## src/rtl/cpu_mem_pkg.sv

```systemverilog
// Shared definitions for the CPU-side memory path: refill FSM states,
// refill owner encoding and the default burst length.
package cpu_mem_pkg;

  localparam int unsigned DEFAULT_BURST_LEN = 4;

  typedef enum logic [1:0] {
    ST_IDLE  = 2'd0,
    ST_BURST = 2'd1,
    ST_DONE  = 2'd2
  } arb_state_e;

  typedef enum logic {
    OWN_I = 1'b0,
    OWN_D = 1'b1
  } arb_owner_e;

endpackage

```

## src/rtl/cache_refill_arbiter.sv

```systemverilog
// Arbitrates I-cache refills and D-cache refills/writebacks onto a single
// burst memory port, round-robin on ties, one-cycle done pulse per burst.
module cache_refill_arbiter
  import cpu_mem_pkg::*;
#(
  parameter  int unsigned BURST_LEN = DEFAULT_BURST_LEN,
  localparam int unsigned BW        = $clog2(BURST_LEN),
  localparam int unsigned LW        = 30 - BW
) (
  input  logic          clock,
  input  logic          reset,
  input  logic          ic_req,
  input  logic [31:0]   ic_addr,
  input  logic          dc_req,
  input  logic          dc_we,
  input  logic [31:0]   dc_addr,
  input  logic [31:0]   dc_wdata,
  output logic          mem_req,
  output logic          mem_we,
  output logic [31:0]   mem_addr,
  output logic [31:0]   mem_wdata,
  input  logic          mem_ready,
  input  logic [31:0]   mem_rdata,
  output logic [BW-1:0] beat,
  output logic [31:0]   rdata,
  output logic          ic_rvalid,
  output logic          dc_rvalid,
  output logic          ic_done,
  output logic          dc_done,
  output logic          cache_stall
);

  arb_state_e    state_q, state_d;
  arb_owner_e    owner_q, owner_d;
  logic [BW-1:0] beat_q, beat_d;
  logic [LW-1:0] line_q, line_d;
  logic          armed_q, armed_d;
  logic          wr_burst;
  logic          unused_addr_lsbs;

  assign unused_addr_lsbs = ^{ic_addr[1+BW:0], dc_addr[1+BW:0]};

  always_ff @(posedge clock or negedge reset) begin
    if (!reset) begin
      state_q <= ST_IDLE;
      owner_q <= OWN_I;
      beat_q  <= '0;
      line_q  <= '0;
      armed_q <= 1'b0;
    end else begin
      state_q <= state_d;
      owner_q <= owner_d;
      beat_q  <= beat_d;
      line_q  <= line_d;
      armed_q <= armed_d;
    end
  end

  // armed_q keeps the FSM frozen on the first edge after reset release.
  always_comb begin
    state_d = state_q;
    owner_d = owner_q;
    beat_d  = beat_q;
    line_d  = line_q;
    armed_d = 1'b1;
    if (armed_q) begin
      unique case (state_q)
        ST_IDLE: begin
          if (ic_req || dc_req) begin
            owner_d = (dc_req && (!ic_req || owner_q == OWN_I)) ? OWN_D : OWN_I;
            line_d  = (owner_d == OWN_D) ? dc_addr[31:2+BW] : ic_addr[31:2+BW];
            beat_d  = '0;
            state_d = ST_BURST;
          end
        end
        ST_BURST: begin
          if (mem_ready) begin
            beat_d = beat_q + 1'b1;
            if (beat_q == BW'(BURST_LEN - 1)) state_d = ST_DONE;
          end
        end
        ST_DONE: state_d = ST_IDLE;
        default: state_d = ST_IDLE;
      endcase
    end
  end

  assign wr_burst = (owner_q == OWN_D) && dc_we;

  always_comb begin
    mem_req   = 1'b0;
    mem_we    = 1'b0;
    ic_rvalid = 1'b0;
    dc_rvalid = 1'b0;
    ic_done   = 1'b0;
    dc_done   = 1'b0;
    case (state_q)
      ST_BURST: begin
        mem_req = 1'b1;
        mem_we  = wr_burst;
        if (mem_ready && !wr_burst) begin
          ic_rvalid = (owner_q == OWN_I);
          dc_rvalid = (owner_q == OWN_D);
        end
      end
      ST_DONE: begin
        ic_done = (owner_q == OWN_I);
        dc_done = (owner_q == OWN_D);
      end
      default: ;
    endcase
  end

  assign mem_addr    = {line_q, beat_q, 2'b00};
  assign mem_wdata   = dc_wdata;
  assign rdata       = mem_rdata;
  assign beat        = beat_q;
  assign cache_stall = ic_req | dc_req | (state_q != ST_IDLE);

endmodule

```

## config.mk

```make
export PLATFORM = sky130hd
export DESIGN_NAME = cache_refill_arbiter
export DESIGN_NICKNAME = d
export VERILOG_FILES = /design/src/rtl/cpu_mem_pkg.sv /design/src/rtl/cache_refill_arbiter.sv
export SDC_FILE = /design/constraint.sdc
export NUM_CORES = 1
export LEC_CHECK = 0
export ABC_CLOCK_PERIOD_IN_PS = 2230
export CAP_MARGIN = 40
export CELL_PAD_IN_SITES_DETAIL_PLACEMENT = 1
export CELL_PAD_IN_SITES_GLOBAL_PLACEMENT = 2
export CORE_MARGIN = 2
export CORE_UTILIZATION = 15
export DETAILED_ROUTE_END_ITERATION = 8
export PLACE_DENSITY_LB_ADDON = 0.1
export SETUP_SLACK_MARGIN = 0.1
export SLEW_MARGIN = 5
export SYNTH_ARGS = -nofsm -noshare
export SYNTH_HDL_FRONTEND = slang
export SYNTH_SLANG_ARGS = --single-unit
```

## constraint.sdc

```tcl
create_clock -name clock -period 2.23 [get_ports clock]
set_clock_uncertainty 0.2 [all_clocks]
set_input_delay 0.446 -clock clock [delete_from_list [all_inputs] [get_ports clock]]
set_output_delay 0.446 -clock clock [all_outputs]
set_load 0.005 [all_outputs]
```

# Word level (Yosys, flattened, before mapping)
# Cells that the tools add are included.
# word_totals
out_inout_bits	105
in_bits	134
reg_bits	34
elab_cells	45
# op_classes
add_sub_neg	1
bitwise	3
n_eq_ne	6
n_reduce_logical	13
mux	17
# op_table
cell	count
2-to-1 mux 28 bit	1
2-to-1 mux 2 bit	5
2-to-1 mux 1 bit	9
case mux 2 bit (2 select lines)	2
AND reduction 4 bit	2
inequality test 2 bit (second input constant)	3
equality test 2 bit (second input constant)	2
nonzero test 2 bit	2
logical AND 1 bit	3
AND reduction 3 bit	1
adder 2 x 1 -> 2 bit (second input constant)	1
equality test 2 x 1 -> 1 bit (second input constant)	1
zero test 1 bit	2
zero test 2 bit	1
logical OR 1 bit	2
OR 1 bit	2
NOT 1 bit	1

# Depth between registers and ports, before layout
# depth
word_depth	5
ltp_mapped	5
mapped_depth_nobuf	4

# Worst setup path after synthesis
# Ideal clock, no wire load.
# synth_timing
kind	input -> register
startpoint	input dc_req
endpoint	register line_q[12]
n_path_buf	2
setup_slack_ns	0.451
cell_stages	5
required_time_ns	1.905
arrival_ns	1.454
setup_time_ns	0.125
cell_sequence	a21boi_2 -> buf_6 -> buf_6 -> mux2_4 -> mux2_4
# synth_between
elab_chain_len	3
word_cells_on_any_way	5
classes_between	mux (2); reduce/logical (3)
# synth_rtl
item	line	source
start: declaration	cache_refill_arbiter.sv:14	input logic dc_req,
logical AND 1 bit	cache_refill_arbiter.sv:70	owner_d = (dc_req && (!ic_req || owner_q == OWN_I)) ? OWN_D : OWN_I;
2-to-1 mux 1 bit	cache_refill_arbiter.sv:70	
2-to-1 mux 28 bit	cache_refill_arbiter.sv:71	line_d = (owner_d == OWN_D) ? dc_addr[31:2+BW] : ic_addr[31:2+BW];
end signal: assignment	cache_refill_arbiter.sv:54	line_q <= line_d;
end: declaration	cache_refill_arbiter.sv:36	logic [LW-1:0] line_q, line_d;
# Several ways; a longest one is shown, not always the timed one.
# A chain may end at the register's enable or synchronous reset.

# Worst setup path in the final report
# layout_timing
startpoint	input mem_ready
endpoint	output dc_rvalid
# layout_between
elab_chain_len	3
# layout_rtl
item	line	source
start: declaration	cache_refill_arbiter.sv:22	input logic mem_ready,
logical AND 1 bit	cache_refill_arbiter.sv:101	if (mem_ready && !wr_burst) begin
2-to-1 mux 1 bit	cache_refill_arbiter.sv:101	
2-to-1 mux 1 bit	cache_refill_arbiter.sv:97	case (state_q)
end: declaration	cache_refill_arbiter.sv:27	output logic dc_rvalid,
# No other way between the ends.

==> impl_summary.log <==
INFO  metric route.final.wire_length = 6120 µm
INFO  metric setup.worst_path.end_class = output pin
INFO  metric timing.final.ws_setup = 0.168 ns
INFO  metric via_count_of_the_first_global_routing_pass = 1,737
INFO  metric timing.critical_path.required = 1.58 ns
INFO  metric worst_setup_hold_path_clk_slew = 0.06 ns
INFO  metric grtUsageTotal = 0.0765
INFO  metric synth-edff-count = 0
INFO  metric finish.net_count = 386
INFO  metric hpwl = 4440 µm
INFO  metric post-route-drc-count = 0
INFO  metric die_outline_area = 16,400 µm²
INFO  metric placement.setup.worst_slack = -0.277 ns
INFO  metric cts_sinks = 34
INFO  metric clk_path_buf_depth = 2
INFO  metric route.vias.total = 1,511
INFO  metric placement.io_buffers = 100
INFO  metric crit_buf_inv = 2
INFO  metric post_drt_via_cell_ratio = 3.43
INFO  metric clockRootBuffer = sky130_fd_sc_hd__clkbuf_16
INFO  metric htree_levels = 2
INFO  metric status = complete, no violations
INFO  metric rows = 45
INFO  metric fin_crit_sh = 0.925
INFO  metric p_leak = 1.43 nW
INFO  metric min_from = line_q[3]
INFO  metric synthArstFlopShare = 1.00
INFO  metric finish.cell_count_without_fillers = 440
INFO  metric io-pin-count = 239
INFO  metric drtAntennaViolNets = 0
INFO  metric area_delta_synth_final = 48.0%
INFO  metric grt_first_pass_wirelength = 9560 µm
INFO  metric floorplan.core_area = 15,100 µm²
INFO  metric crit_slowest_cell = sky130_fd_sc_hd__clkdlybuf4s50_1
INFO  metric grt_setup_unrepaired = no
INFO  metric cell_total_after_placement = 428
INFO  metric die_x_extent = 128 µm
INFO  metric max-cap-violations = 0
INFO  metric initial_utilization = 0.153
INFO  metric timing.final.max_slew_violations = 0
INFO  metric worstHoldEndpoint = line_q[3]
INFO  metric drtPass1Iterations = 2
INFO  metric cts-buffers-inserted = 5
INFO  metric num_antenna_cells = 0
INFO  metric worst_reg2reg_startpoint = owner_q
INFO  metric synthesis.area = 2320 µm²
INFO  metric ir_worst_vdd = 321 µV
INFO  metric type_of_the_most_critical_hold_path = flop to flop
INFO  metric setup.worst_path.class = input port to output pin
INFO  metric max_freq = 0.485 GHz
INFO  metric timing.critical_path.cells = clkdlybuf4s50_1, nand2_2, nor3b_2, clkdlybuf4s15_1
INFO  metric worstRegToRegCells = 5
INFO  metric globalplace.congestion = 0.673
INFO  metric drtIter0Drc = 19
INFO  metric die_h = 128 µm
INFO  metric ys.flop_type = sky130_fd_sc_hd__dfrtp_1
INFO  metric grt_max_degree = 35
INFO  metric synth_area_per_cell = 11.7 µm²
INFO  metric worst_path_largest_cell_delay = 0.49 ns
INFO  metric crit_family = buffers and inverters
INFO  metric critical_path.max_fanout = 2
INFO  metric clk_latency = 0.28 ns
INFO  metric fin_crit = 2.06 ns
INFO  metric fillerInstances = 1,697
INFO  metric regToRegSetupSlack = 0.33 ns
INFO  metric crit_arrival = 1.42 ns
INFO  metric min_delay_path_depth = 1
INFO  metric timing.rr.end = line_q[0]
INFO  metric setup_violations = 0
INFO  metric clock_tree_from_tritoncts = done
INFO  metric avgRoutedWirePerCell = 13.9 µm
INFO  metric final-hold-violation-count = 0
INFO  metric start_kind = input port
INFO  metric number_of_antenna_violations_at_the_first_check_in_global_routing = 0
INFO  metric gr-total-overflow = 0
INFO  metric ys_types = 24
INFO  metric power_dens_cells = 1040 nW/µm²
INFO  metric synthCells = 198
INFO  metric yosys_register_bits = 34
INFO  metric ys.warnings.count = 0
INFO  metric layout-drive-gt1-share = 0.369
INFO  metric seq_area_frac_synth = 0.367
per-layer routing:
metal / routed length [µm] / track usage
met2: 2830 / 0.124
met1: 2560 / 0.0902
met3: 656 / 0.0346
met4: 72 / 0.0252
met5: 0 / 0
synthesized netlist by cell type, types with 2 or more instances:
| cell | number | area (µm²) |
|---|---|---|
| sky130_fd_sc_hd__o21ai_0 | 5 | 25.0 |
| sky130_fd_sc_hd__mux2_2 | 39 | 439 |
| sky130_fd_sc_hd__nand2_1 | 4 | 15.0 |
| sky130_fd_sc_hd__buf_6 | 2 | 22.5 |
| sky130_fd_sc_hd__a21o_1 | 2 | 15.0 |
| sky130_fd_sc_hd__nor3_1 | 2 | 10.0 |
| sky130_fd_sc_hd__conb_1 | 2 | 7.51 |
| sky130_fd_sc_hd__dfrtp_1 | 34 | 851 |
| sky130_fd_sc_hd__nand2b_1 | 2 | 12.5 |
| sky130_fd_sc_hd__mux2_4 | 18 | 270 |
| sky130_fd_sc_hd__clkbuf_1 | 2 | 7.51 |
| sky130_fd_sc_hd__nor3b_1 | 3 | 22.5 |
| sky130_fd_sc_hd__nor2b_1 | 2 | 12.5 |
| sky130_fd_sc_hd__buf_2 | 3 | 15.0 |
| sky130_fd_sc_hd__buf_4 | 69 | 518 |
through the flow:
| step | TNS [ns] | utilization | cell area, µm² | total power, W | hold slack (ns) |
|---|---|---|---|---|---|
| after floorplan | 0 | - | 2320 | 0.00185 | -0.0496 |
| after global placement | -6.72 | 0.210 | 3180 | 0.00278 | 0.236 |
| after detailed placement | -6.56 | 0.210 | 3180 | 0.00278 | 0.236 |
| after CTS | 0 | 0.227 | 3430 | 0.00366 | 0.309 |
| after global routing | 0 | 0.226 | 3430 | 0.00383 | 0.328 |
| final | 0 | 0.226 | 3430 | 0.00355 | 0.303 |
cell type report:
| class | instances | area [µm²] | area share |
|---|---|---|---|
| well taps | 188 | 235 | 0.0686 |
| multi-input cells | 89 | 941 | 0.275 |
| repair buffers | 121 | 1230 | 0.360 |
| clock buffers | 8 | 166 | 0.0486 |
| flip-flops and latches | 34 | 851 | 0.248 |
where the power goes:
group / internal (W) / leakage, nW / switching [W]
logic: 0.00118 / 0.943 / 0.000489
registers: 0.000916 / 0.406 / 0.000186
clock network: 0.000506 / 0.0832 / 0.000274
total: 0.00260 / 1.43 / 0.000949
worst reg2reg max path: stages, from the launching register on:
cell	delay [ns]
sky130_fd_sc_hd__dfrtp_1	0.47
sky130_fd_sc_hd__a21boi_4	0.22
sky130_fd_sc_hd__buf_12	0.14
sky130_fd_sc_hd__buf_12	0.15
sky130_fd_sc_hd__mux2_2	0.35
sky130_fd_sc_hd__mux2_2	0.26
cell usage in the layout, fill, tap and decap left out, types with 2 or more instances in the layout:
cell                               n
sky130_fd_sc_hd__mux2_4           20
sky130_fd_sc_hd__o21ai_0           5
sky130_fd_sc_hd__mux2_2           37
sky130_fd_sc_hd__buf_4            12
sky130_fd_sc_hd__clkbuf_2          2
sky130_fd_sc_hd__dfrtp_1          34
sky130_fd_sc_hd__buf_6             2
sky130_fd_sc_hd__nand2b_1          2
sky130_fd_sc_hd__a21o_1            2
sky130_fd_sc_hd__clkbuf_16         5
sky130_fd_sc_hd__clkdlybuf4s50_1  90
sky130_fd_sc_hd__nor3b_1           2
sky130_fd_sc_hd__conb_1            3
sky130_fd_sc_hd__nand2_1           3
sky130_fd_sc_hd__dlygate4sd2_1     6
sky130_fd_sc_hd__buf_12            5
sky130_fd_sc_hd__clkbuf_8          3
cells by family after synthesis:
kind of cell    after synthesis  synth area share
compound gates                9            0.0254
fa+ha+maj                     1           0.00540
buf+inv                      76             0.243
flops                        34             0.367
mux                          57             0.306
other cells                   2           0.00324
simple gates                 19            0.0492
flip-flops by register name, summed over array words and instances (netlist names):
register	flops
line_q	28
beat	2
state_q	2
armed_q	1
owner_q	1
worst max-delay path by stage:
stage	to	startpoint	slack [ns]	cells after the start
detailed placement	cache_stall	dc_req	-0.28	3
global placement	cache_stall	dc_req	-0.26	3
global route	dc_rvalid	mem_ready	0.11	4
floorplan	line_q[12]	dc_req	0.45	5
CTS	ic_rvalid	mem_ready	0.11	5
finish	dc_rvalid	mem_ready	0.17	4
timing repair:
action / 4_1_cts / 5_1_grt
buffers inserted: 2 / 0
setup endpoints to repair: 27 / 3
gates cloned: 1 / 0
endpoints found under the hold margin: 34 / 0
hold buffers: 1 / 0
gates resized for setup: 18 / 4
Power figures use the tool's default switching activity.
